File: config.mk
export PLATFORM = sky130hd
export DESIGN_NAME = viterbi_dec
export DESIGN_NICKNAME = d
export VERILOG_FILES = /design/src/rtl/viterbi_dec.sv
export SDC_FILE = /design/constraint.sdc
export NUM_CORES = 1
export LEC_CHECK = 0
export CAP_MARGIN = 40
export CORE_MARGIN = 1.5
export CORE_UTILIZATION = 60
export CTS_CLUSTER_DIAMETER = 80
export CTS_CLUSTER_SIZE = 20
export DETAILED_ROUTE_END_ITERATION = 12
export MAX_ROUTING_LAYER = met4
export PLACE_DENSITY = 0.85
export RECOVER_POWER = 50
export SETUP_SLACK_MARGIN = 0.5
export SLEW_MARGIN = 5
export SYNTH_ARGS = -nofsm -noshare
export SYNTH_HDL_FRONTEND = slang
export SYNTH_SLANG_ARGS = --single-unit
File: constraint.sdc
create_clock -name i_clk -period 13.9 [get_ports i_clk]
set_input_delay 1.39 -clock i_clk [delete_from_list [all_inputs] [get_ports i_clk]]
set_output_delay 1.39 -clock i_clk [all_outputs]
set_load 0.02 [all_outputs]
File: src/rtl/viterbi_dec.sv
// Hard-decision 4-state Viterbi decoder (K=3, rate 1/2), register-exchange survivors.
// Latency: p_depth accepted symbols plus one clock; the frame tail is flushed after i_last.
// Backpressure: o_ready drops for the flush cycles, and i_valid/i_last are ignored while it is low.
module viterbi_dec #(
  parameter logic [2:0] p_polinom_0    = 3'b111,
  parameter logic [2:0] p_polinom_1    = 3'b101,
  parameter int         p_depth        = 16,
  parameter int         p_metric_width = 6
) (
  input  logic       i_clk,
  input  logic       i_reset,
  input  logic [1:0] i_data,
  input  logic       i_valid,
  input  logic       i_last,
  output logic       o_ready,
  output logic       o_data,
  output logic       o_valid,
  output logic       o_last
);

  localparam int W  = p_metric_width;
  localparam int CW = $clog2(p_depth + 1);
  localparam int IW = $clog2(p_depth);
  localparam logic [W-1:0]  MMAX = '1;
  localparam logic [CW-1:0] LCNT = CW'(p_depth);

  typedef enum logic [1:0] {FILL, RUN, FLUSH} state_t;

  state_t             state_q, state_d;
  logic [CW-1:0]      cnt_q, cnt_d;
  logic [W-1:0]       metric_q [4];
  logic [W-1:0]       metric_d [4];
  logic [p_depth-1:0] surv_q [4];
  logic [p_depth-1:0] surv_d [4];
  logic               data_q, data_d;
  logic               valid_q, valid_d;
  logic               last_q, last_d;

  logic [W-1:0]       cand_a [4];
  logic [W-1:0]       cand_b [4];
  logic [W-1:0]       acs_m [4];
  logic [W-1:0]       norm_m [4];
  logic [p_depth-1:0] acs_s [4];
  logic [W-1:0]       new_min;
  logic [W-1:0]       best_m;
  logic [1:0]         best;
  logic [CW-1:0]      cnt_m1;
  logic [CW-1:0]      cnt_p1;
  logic [IW-1:0]      fidx;
  logic               accept;

  // Hamming distance between the received symbol and the symbol expected on edge s --b-->
  function automatic logic [1:0] branch_metric(input logic [1:0] s, input logic b,
                                               input logic [1:0] d);
    logic [2:0] w;
    logic [1:0] e;
    w    = {s, b};
    e[0] = ^(w & p_polinom_0);
    e[1] = ^(w & p_polinom_1);
    return {1'b0, d[0] ^ e[0]} + {1'b0, d[1] ^ e[1]};
  endfunction

  // Path metric plus branch metric, clamped at the all-ones value
  function automatic logic [W-1:0] sat_add(input logic [W-1:0] m, input logic [1:0] b);
    logic [W:0] s;
    s = {1'b0, m} + {{(W-1){1'b0}}, b};
    return s[W] ? MMAX : s[W-1:0];
  endfunction

  // Add-compare-select for all four next states, then normalise against the new minimum
  always_comb begin
    for (int i = 0; i < 4; i++) begin
      cand_a[i] = sat_add(metric_q[{1'b0, i[1]}], branch_metric({1'b0, i[1]}, i[0], i_data));
      cand_b[i] = sat_add(metric_q[{1'b1, i[1]}], branch_metric({1'b1, i[1]}, i[0], i_data));
      // Ties go to the predecessor whose older bit is 0
      if (cand_b[i] < cand_a[i]) begin
        acs_m[i] = cand_b[i];
        acs_s[i] = {surv_q[{1'b1, i[1]}][p_depth-2:0], i[0]};
      end else begin
        acs_m[i] = cand_a[i];
        acs_s[i] = {surv_q[{1'b0, i[1]}][p_depth-2:0], i[0]};
      end
    end
    new_min = acs_m[0];
    for (int i = 1; i < 4; i++) begin
      if (acs_m[i] < new_min) new_min = acs_m[i];
    end
    for (int i = 0; i < 4; i++) begin
      norm_m[i] = acs_m[i] - new_min;
    end
  end

  // Best state over the registered metrics, lowest index wins a tie
  always_comb begin
    best   = 2'd0;
    best_m = metric_q[0];
    for (int i = 1; i < 4; i++) begin
      if (metric_q[i] < best_m) begin
        best_m = metric_q[i];
        best   = 2'(i);
      end
    end
  end

  assign accept = i_valid && (state_q != FLUSH);
  assign cnt_m1 = cnt_q - CW'(1);
  assign cnt_p1 = cnt_q + CW'(1);
  assign fidx   = cnt_m1[IW-1:0];

  // Next-state logic: symbol intake in FILL/RUN, tail readout and reinit in FLUSH
  always_comb begin
    state_d  = state_q;
    cnt_d    = cnt_q;
    metric_d = metric_q;
    surv_d   = surv_q;
    data_d   = 1'b0;
    valid_d  = 1'b0;
    last_d   = 1'b0;
    case (state_q)
      FILL, RUN: begin
        if (accept) begin
          metric_d = norm_m;
          surv_d   = acs_s;
          if (state_q == RUN) begin
            data_d  = surv_q[best][p_depth-1];
            valid_d = 1'b1;
          end else begin
            cnt_d = cnt_p1;
          end
          if (i_last) begin
            state_d = FLUSH;
          end else if (state_q == FILL && cnt_p1 == LCNT) begin
            state_d = RUN;
          end
        end
      end
      FLUSH: begin
        // cnt doubles as the readout index, counting down to bit 0
        data_d  = surv_q[best][fidx];
        valid_d = 1'b1;
        cnt_d   = cnt_m1;
        if (cnt_q == CW'(1)) begin
          last_d  = 1'b1;
          state_d = FILL;
          cnt_d   = '0;
          for (int i = 0; i < 4; i++) begin
            metric_d[i] = (i == 0) ? '0 : MMAX;
            surv_d[i]   = '0;
          end
        end
      end
      default: state_d = FILL;
    endcase
  end

  // State, trellis and output registers with synchronous reset
  always_ff @(posedge i_clk) begin
    if (i_reset) begin
      state_q <= FILL;
      cnt_q   <= '0;
      for (int i = 0; i < 4; i++) begin
        metric_q[i] <= (i == 0) ? '0 : MMAX;
        surv_q[i]   <= '0;
      end
      data_q  <= 1'b0;
      valid_q <= 1'b0;
      last_q  <= 1'b0;
    end else begin
      state_q <= state_d;
      cnt_q   <= cnt_d;
      for (int i = 0; i < 4; i++) begin
        metric_q[i] <= metric_d[i];
        surv_q[i]   <= surv_d[i];
      end
      data_q  <= data_d;
      valid_q <= valid_d;
      last_q  <= last_d;
    end
  end

  assign o_ready = (state_q != FLUSH);
  assign o_data  = data_q;
  assign o_valid = valid_q;
  assign o_last  = last_q;

endmodule

* After elaboration in Yosys (flattened, before gate mapping)
Index checks and enable logic that the tools add are counted.
** Cells by class
- Add/sub/neg operators :: 18
- Order comparisons :: 12
- Equal/unequal tests :: 9
- Muxes and demuxes :: 51
- Bitwise logic cells :: 4
- Reductions and logical operators :: 9
** Operators with widths (count)
- 2-to-1 mux 64 bit :: 2
- case mux 64 bit (2 select lines) :: 1
- 2-to-1 mux 6 bit :: 17
- 2-to-1 mux 16 bit :: 6
- < comparator 6 bit :: 10
- adder 6 x 2 -> 7 bit :: 8
- 2-to-1 mux 24 bit :: 2
- case mux 24 bit (2 select lines) :: 1
- binary-select mux 16 bit (select 2 bit) :: 1
- subtractor 6 bit :: 4
- 2-to-1 mux 5 bit :: 3
- 2-to-1 mux 2 bit :: 6
- case mux 5 bit (2 select lines) :: 1
- AND reduction 3 bit :: 3
- adder 1 x 1 -> 2 bit :: 4
- != test 2 bit, second input constant :: 4
- 2-to-1 mux 1 bit :: 7
- adder 5 x 1 -> 5 bit, second input constant :: 1
- equality test 5 x 1 -> 1 bit, second input constant :: 1
- equality test 5 bit, second input constant :: 1
- < comparator 4 x 5 -> 1 bit, second input constant :: 1
- subtractor 5 x 1 -> 5 bit, second input constant :: 1
- binary-select mux 1 bit (select 4 bit) :: 1
- case mux 1 bit (2 select lines) :: 2
- other kinds (11) :: 15
** Word-level totals
- Register bits after elaboration :: 98
- Bits of input ports :: 6
- Output and inout port bits :: 4
- Word-level logic and storage cells :: 116

* Logic depth before layout (Yosys ltp)
- Depth after elaboration :: 15
- Depth in mapped cells :: 49
- Gate-level depth less buffers :: 46

* Least setup slack after synthesis
No wires, ideal clock.
- Kind :: input -> register
- Start point :: input i_data[0]
- End point :: register metric_q[23] in the netlist's numbering
- Library setup time :: 0.117 ns
- Arrival time :: 10.728 ns
- Required time :: 13.783 ns
- Setup slack :: 3.055 ns
- Stages on the path :: 42
- Buffers on the path :: 2
- Path through :: inv_1 > ha_1 > ha_1 > nor2b_1 > o211ai_1 > mux2_2 > ha_1 > a211oi_1 > and2_1 > o2111a_1 > nor2_1 > o21ai_0 > inv_1 > ha_1 > o21ai_0 > nand2b_1 > a211oi_1 > a211oi_1 > [... 6 more ...] > o311ai_2 > buf_4 > mux2i_1 > inv_1 > ha_1 > nor2_1 > a311o_1 > o41ai_2 > buf_2 > mux2i_1 > inv_1 > ha_1 > a21o_1 > maj3_1 > maj3_1 > a21oi_1 > xnor2_1 > a22o_1
** On the way
- Cells in the longest elaborated chain, start to end :: 15
- Elaborated cells between the ends (all ways) :: 38
- Classes of those cells :: 13 x add/sub; 7 x order compare; 17 x mux; 1 x bitwise
** RTL lines
- from (decl) :: line 12 : input logic [1:0] i_data,
- inverter 1 bit (no line)
- adder 1 x 1 -> 2 bit :: line 60 : return {1'b0, d[0] ^ e[0]} + {1'b0, d[1] ^ e[1]};
- adder 6 x 2 -> 7 bit :: line 66 : s = {1'b0, m} + {{(W-1){1'b0}}, b};
- 2-to-1 mux 6 bit :: line 67 : return s[W] ? MMAX : s[W-1:0];
- < comparator 6 bit :: line 76 : if (cand_b[i] < cand_a[i]) begin
- 2-to-1 mux 6 bit :: line 76
- < comparator 6 bit :: line 86 : if (acs_m[i] < new_min) new_min = acs_m[i];
- 2-to-1 mux 6 bit :: line 86
- < comparator 6 bit :: line 86
- 2-to-1 mux 6 bit :: line 86
- < comparator 6 bit :: line 86
- 2-to-1 mux 6 bit :: line 86
- subtractor 6 bit * :: line 89 : norm_m[i] = acs_m[i] - new_min;
- 2-to-1 mux 24 bit * :: line 121 : if (accept) begin
- case mux 24 bit (2 select lines) * :: line 119 : case (state_q)
- to (signal, indexed assignment) :: line 162 : metric_q[i] <= (i == 0) ? '0 : MMAX;
- to (signal, indexed assignment) :: line 172 : metric_q[i] <= metric_d[i];
- to (decl) :: line 31 : logic [W-1:0] metric_q [4];
Every way passes the cells marked *; elsewhere a longest branch is shown, timed or not. The select of a mux whose other input is x is not followed.
A chain may end at the register's enable or synchronous reset.

* Worst setup path in the final report
Same ends and word-level chain as after synthesis.

==> flow_metrics.py <==
metrics = {
    "outcome": {
        "run_status": "finished, violations left",
        "violations": "max-capacitance violations, max-slew violations",
    },
    "yosys": {
        "synth_area_leaders": "dfxtp_1 (21%), ha_1 (10%), a21oi_1 (8.4%)",
        "synth.net_count": 1297,
        "synthFlopType": "dfxtp_1",
        "synth_top_area_share": 0.2054,
        "synth-edff-count": 0,
        "synth_warnings": 0,
        "netlist_instances": 1213,
        "ys_types": 80,
        "synthTopCellsByCount": "nor2_1 (171), a21oi_1 (151), nand2_1 (124), dfxtp_1 (92), ha_1 (73)",
        "synth-seq-cells": 92,
        "synth_area_mm2": 0.008966,
        "yosys.area.top_type": "dfxtp_1",
        "avgSynthCellArea_um2": 7.392,
        "ys_seq_area_frac": 0.2054,
        "synth.most_common_cell": "nor2_1",
        "async_flop_share": 0,
    },
    "global_routing": {
        "grt.total_usage": 0.3208,
        "grt_pass1_wl_mm": 40.18,
        "grt_pass1_vias": 8075,
        "grt_overflow": 0,
        "grt_max_degree": 87,
        "antenna_found_initial": 0,
    },
    "worst_setup_path": {
        "r2r_end": "metric_q[23]$_SDFFE_PP0P_",
        "worstPathRequired_ns": 14.15,
        "worstReg2RegStart": "metric_q[6]$_SDFFE_PP1P_",
        "crit_arrival_ns": 13.03,
        "ff2ff_path_depth": 40,
        "cp_max_fo": 17,
        "slowest_delay_ns": 0.71,
        "r2r_slack_ns": 2.81,
        "startpoint_type": "primary input",
        "crit_start": "i_data[0]",
        "crit_slowest_cell": "clkbuf_1",
        "critPathKind": "in -> reg",
        "endpoint_kind": "flip-flop",
        "cp-endpoint": "metric_q[23]$_SDFFE_PP0P_",
        "crit_top_cell": "ha_1",
    },
    "routing": {
        "first_pass_iters": 7,
        "wl_per_cell_um": 18.12,
        "ant_nets": 0,
        "vias_per_cell": 6.456,
        "drc_errors": 0,
        "finalWirelength_mm": 24.77,
        "dr.first_iter.drc_count": 955,
        "vias": 8825,
    },
    "floorplanning": {
        "die_area_mm2": 0.01569,
        "row_count": 44,
        "die_x_um": 125.2,
        "start_util": 0.6146,
        "die_y_um": 125.2,
        "io_pins": 10,
        "coreArea_mm2": 0.01459,
    },
    "clock_tree": {
        "root_buffer": "clkbuf_16",
        "cts_tree": "done",
        "h-tree-depth": 3,
        "numClockSinks": 92,
        "numCtsBuffers": 9,
        "path_clk_slew_ns": 0.07,
        "clk_latency_ns": 0.36,
        "cts.path.max_buffers": 2,
    },
    "sta": {
        "worstMarginPinSlew_ns": 3.789,
        "finalHoldViolCount": 0,
        "slew_viol_final": 111,
        "period_share": 0.9197,
        "setup_viol": 0,
        "tns_ns": 0,
        "rsz0062_at_grt": "no",
        "fmax_mhz": 78.23,
        "finalCriticalPeriod_ns": 12.78,
        "finClkSkew_ns": 0.01223,
        "slew_headroom": -1.526,
    },
    "flow_run": {
        "max-cap-violations": 2,
    },
    "layout": {
        "antenna_cells": 0,
        "postLayoutCoreUtil": 0.6452,
        "layout-area-overhead-vs-synth_pct": 4.982,
        "layout.nets": 1262,
        "drive_gt1_frac": 0.06255,
    },
    "place": {
        "post-dp-hpwl_mm": 17.98,
        "portBuffers": 9,
        "gp_congestion": 0.9367,
    },
    "hold_path": {
        "min_from": "surv_q[0]$_SDFFE_PP0P_",
        "min_path_type": "reg -> reg",
    },
}
-- cell type report --
cell class              instances  area [um^2]
clock inverters                 7        57.56
multi-input cells             992         6650
flip-flops and latches         92         1842
repair buffers                 25        190.2
clock buffers                   9        225.2
inverters                      58        217.7
fillers                      1266         5176
well taps                     184        230.2
-- metal layers --
layer,global-route usage,share of wire
met5,-,0
met1,0.4256,0.44
met3,0.03808,0.069
met2,0.4982,0.46
met4,0.1303,0.033
-- cells in the final DEF (no fill, tap or decap), types with 6 or more instances in the layout --
cell	synthesis	layout
o21ai_0	47	47
a21o_1	16	16
mux2i_1	70	70
o21bai_1	8	8
and2_1	9	8
o21a_1	7	7
nor2b_1	19	19
buf_4	4	12
o22ai_1	10	10
nand4_1	6	6
or2_2	8	8
xor2_1	9	9
a22oi_1	6	6
nand2b_1	18	17
xnor2_1	36	36
nand2_1	124	124
nor2_1	171	169
dfxtp_1	92	92
o211ai_1	16	16
nand3_1	16	16
a211oi_1	17	17
mux2_2	11	10
inv_1	58	58
clkbuf_16	0	9
nor3_1	25	25
a31oi_1	8	8
mux4_2	6	6
a21oi_1	151	150
ha_1	73	73
-- how the worst min path moves through the flow --
| stage | to | cells past startpoint |
|---|---|---|
| floorplan | surv_q[1]$_SDFFE_PP0P_ | 2 |
| global placement | surv_q[63]$_SDFFE_PP0P_ | 2 |
| detailed placement | surv_q[1]$_SDFFE_PP0P_ | 2 |
| CTS | surv_q[1]$_SDFFE_PP0P_ | 2 |
| global route | surv_q[1]$_SDFFE_PP0P_ | 2 |
| finish | surv_q[1]$_SDFFE_PP0P_ | 2 |
-- critical path, delay by kind of cell --
| family | cells | cell delay, ns |
|---|---|---|
| buffers and inverters | 7 | 2.03 |
| adder cells (fa/ha/maj) | 9 | 2.89 |
| AO/OA/AOI/OAI | 15 | 3.83 |
| AND/OR/NAND/NOR | 6 | 0.83 |
| multiplexers | 5 | 1.97 |
| XOR/XNOR | 1 | 0.08 |
-- flip-flops by register name, indices dropped and copies added (netlist names) --
register,cells
state_q,2
o_last,1
cnt_q,5
o_valid,1
metric_q,24
surv_q,58
o_data,1
-- kinds of logic after synthesis --
| group | share of synthesized area |
|---|---|
| xor gates and xnor gates | 0.04396 |
| buffers and inverters | 0.05708 |
| and+or+nand+nor | 0.2135 |
| muxes | 0.1098 |
| DFF | 0.2054 |
| AOI/OAI and AO/OA | 0.2516 |
| adders and majority gates | 0.1186 |
-- repair_timing --
action	4_1_cts	5_1_grt
endpoints found under the setup margin	0	5
hold endpoints to repair	0	0
setup buffers	0	0
hold buffers	0	0
resized for setup	0	2
-- metrics by stage --
step                      setup WS [ns]  area (um^2)  hold slack (ns)  std cells
after floorplan                   3.055         8966           0.4455       1213
after global placement            1.196         9130           0.4640       1351
after detailed placement         0.8623         9130           0.4784       1351
after CTS                         1.199         9413           0.4893       1367
after global routing             0.3211         9413           0.5263       1367
final                             1.117         9413           0.4961       1367
Power is left out: the tool's default activity adds up to more than one toggle a clock period on the data nets, which glitch-free logic cannot reach.
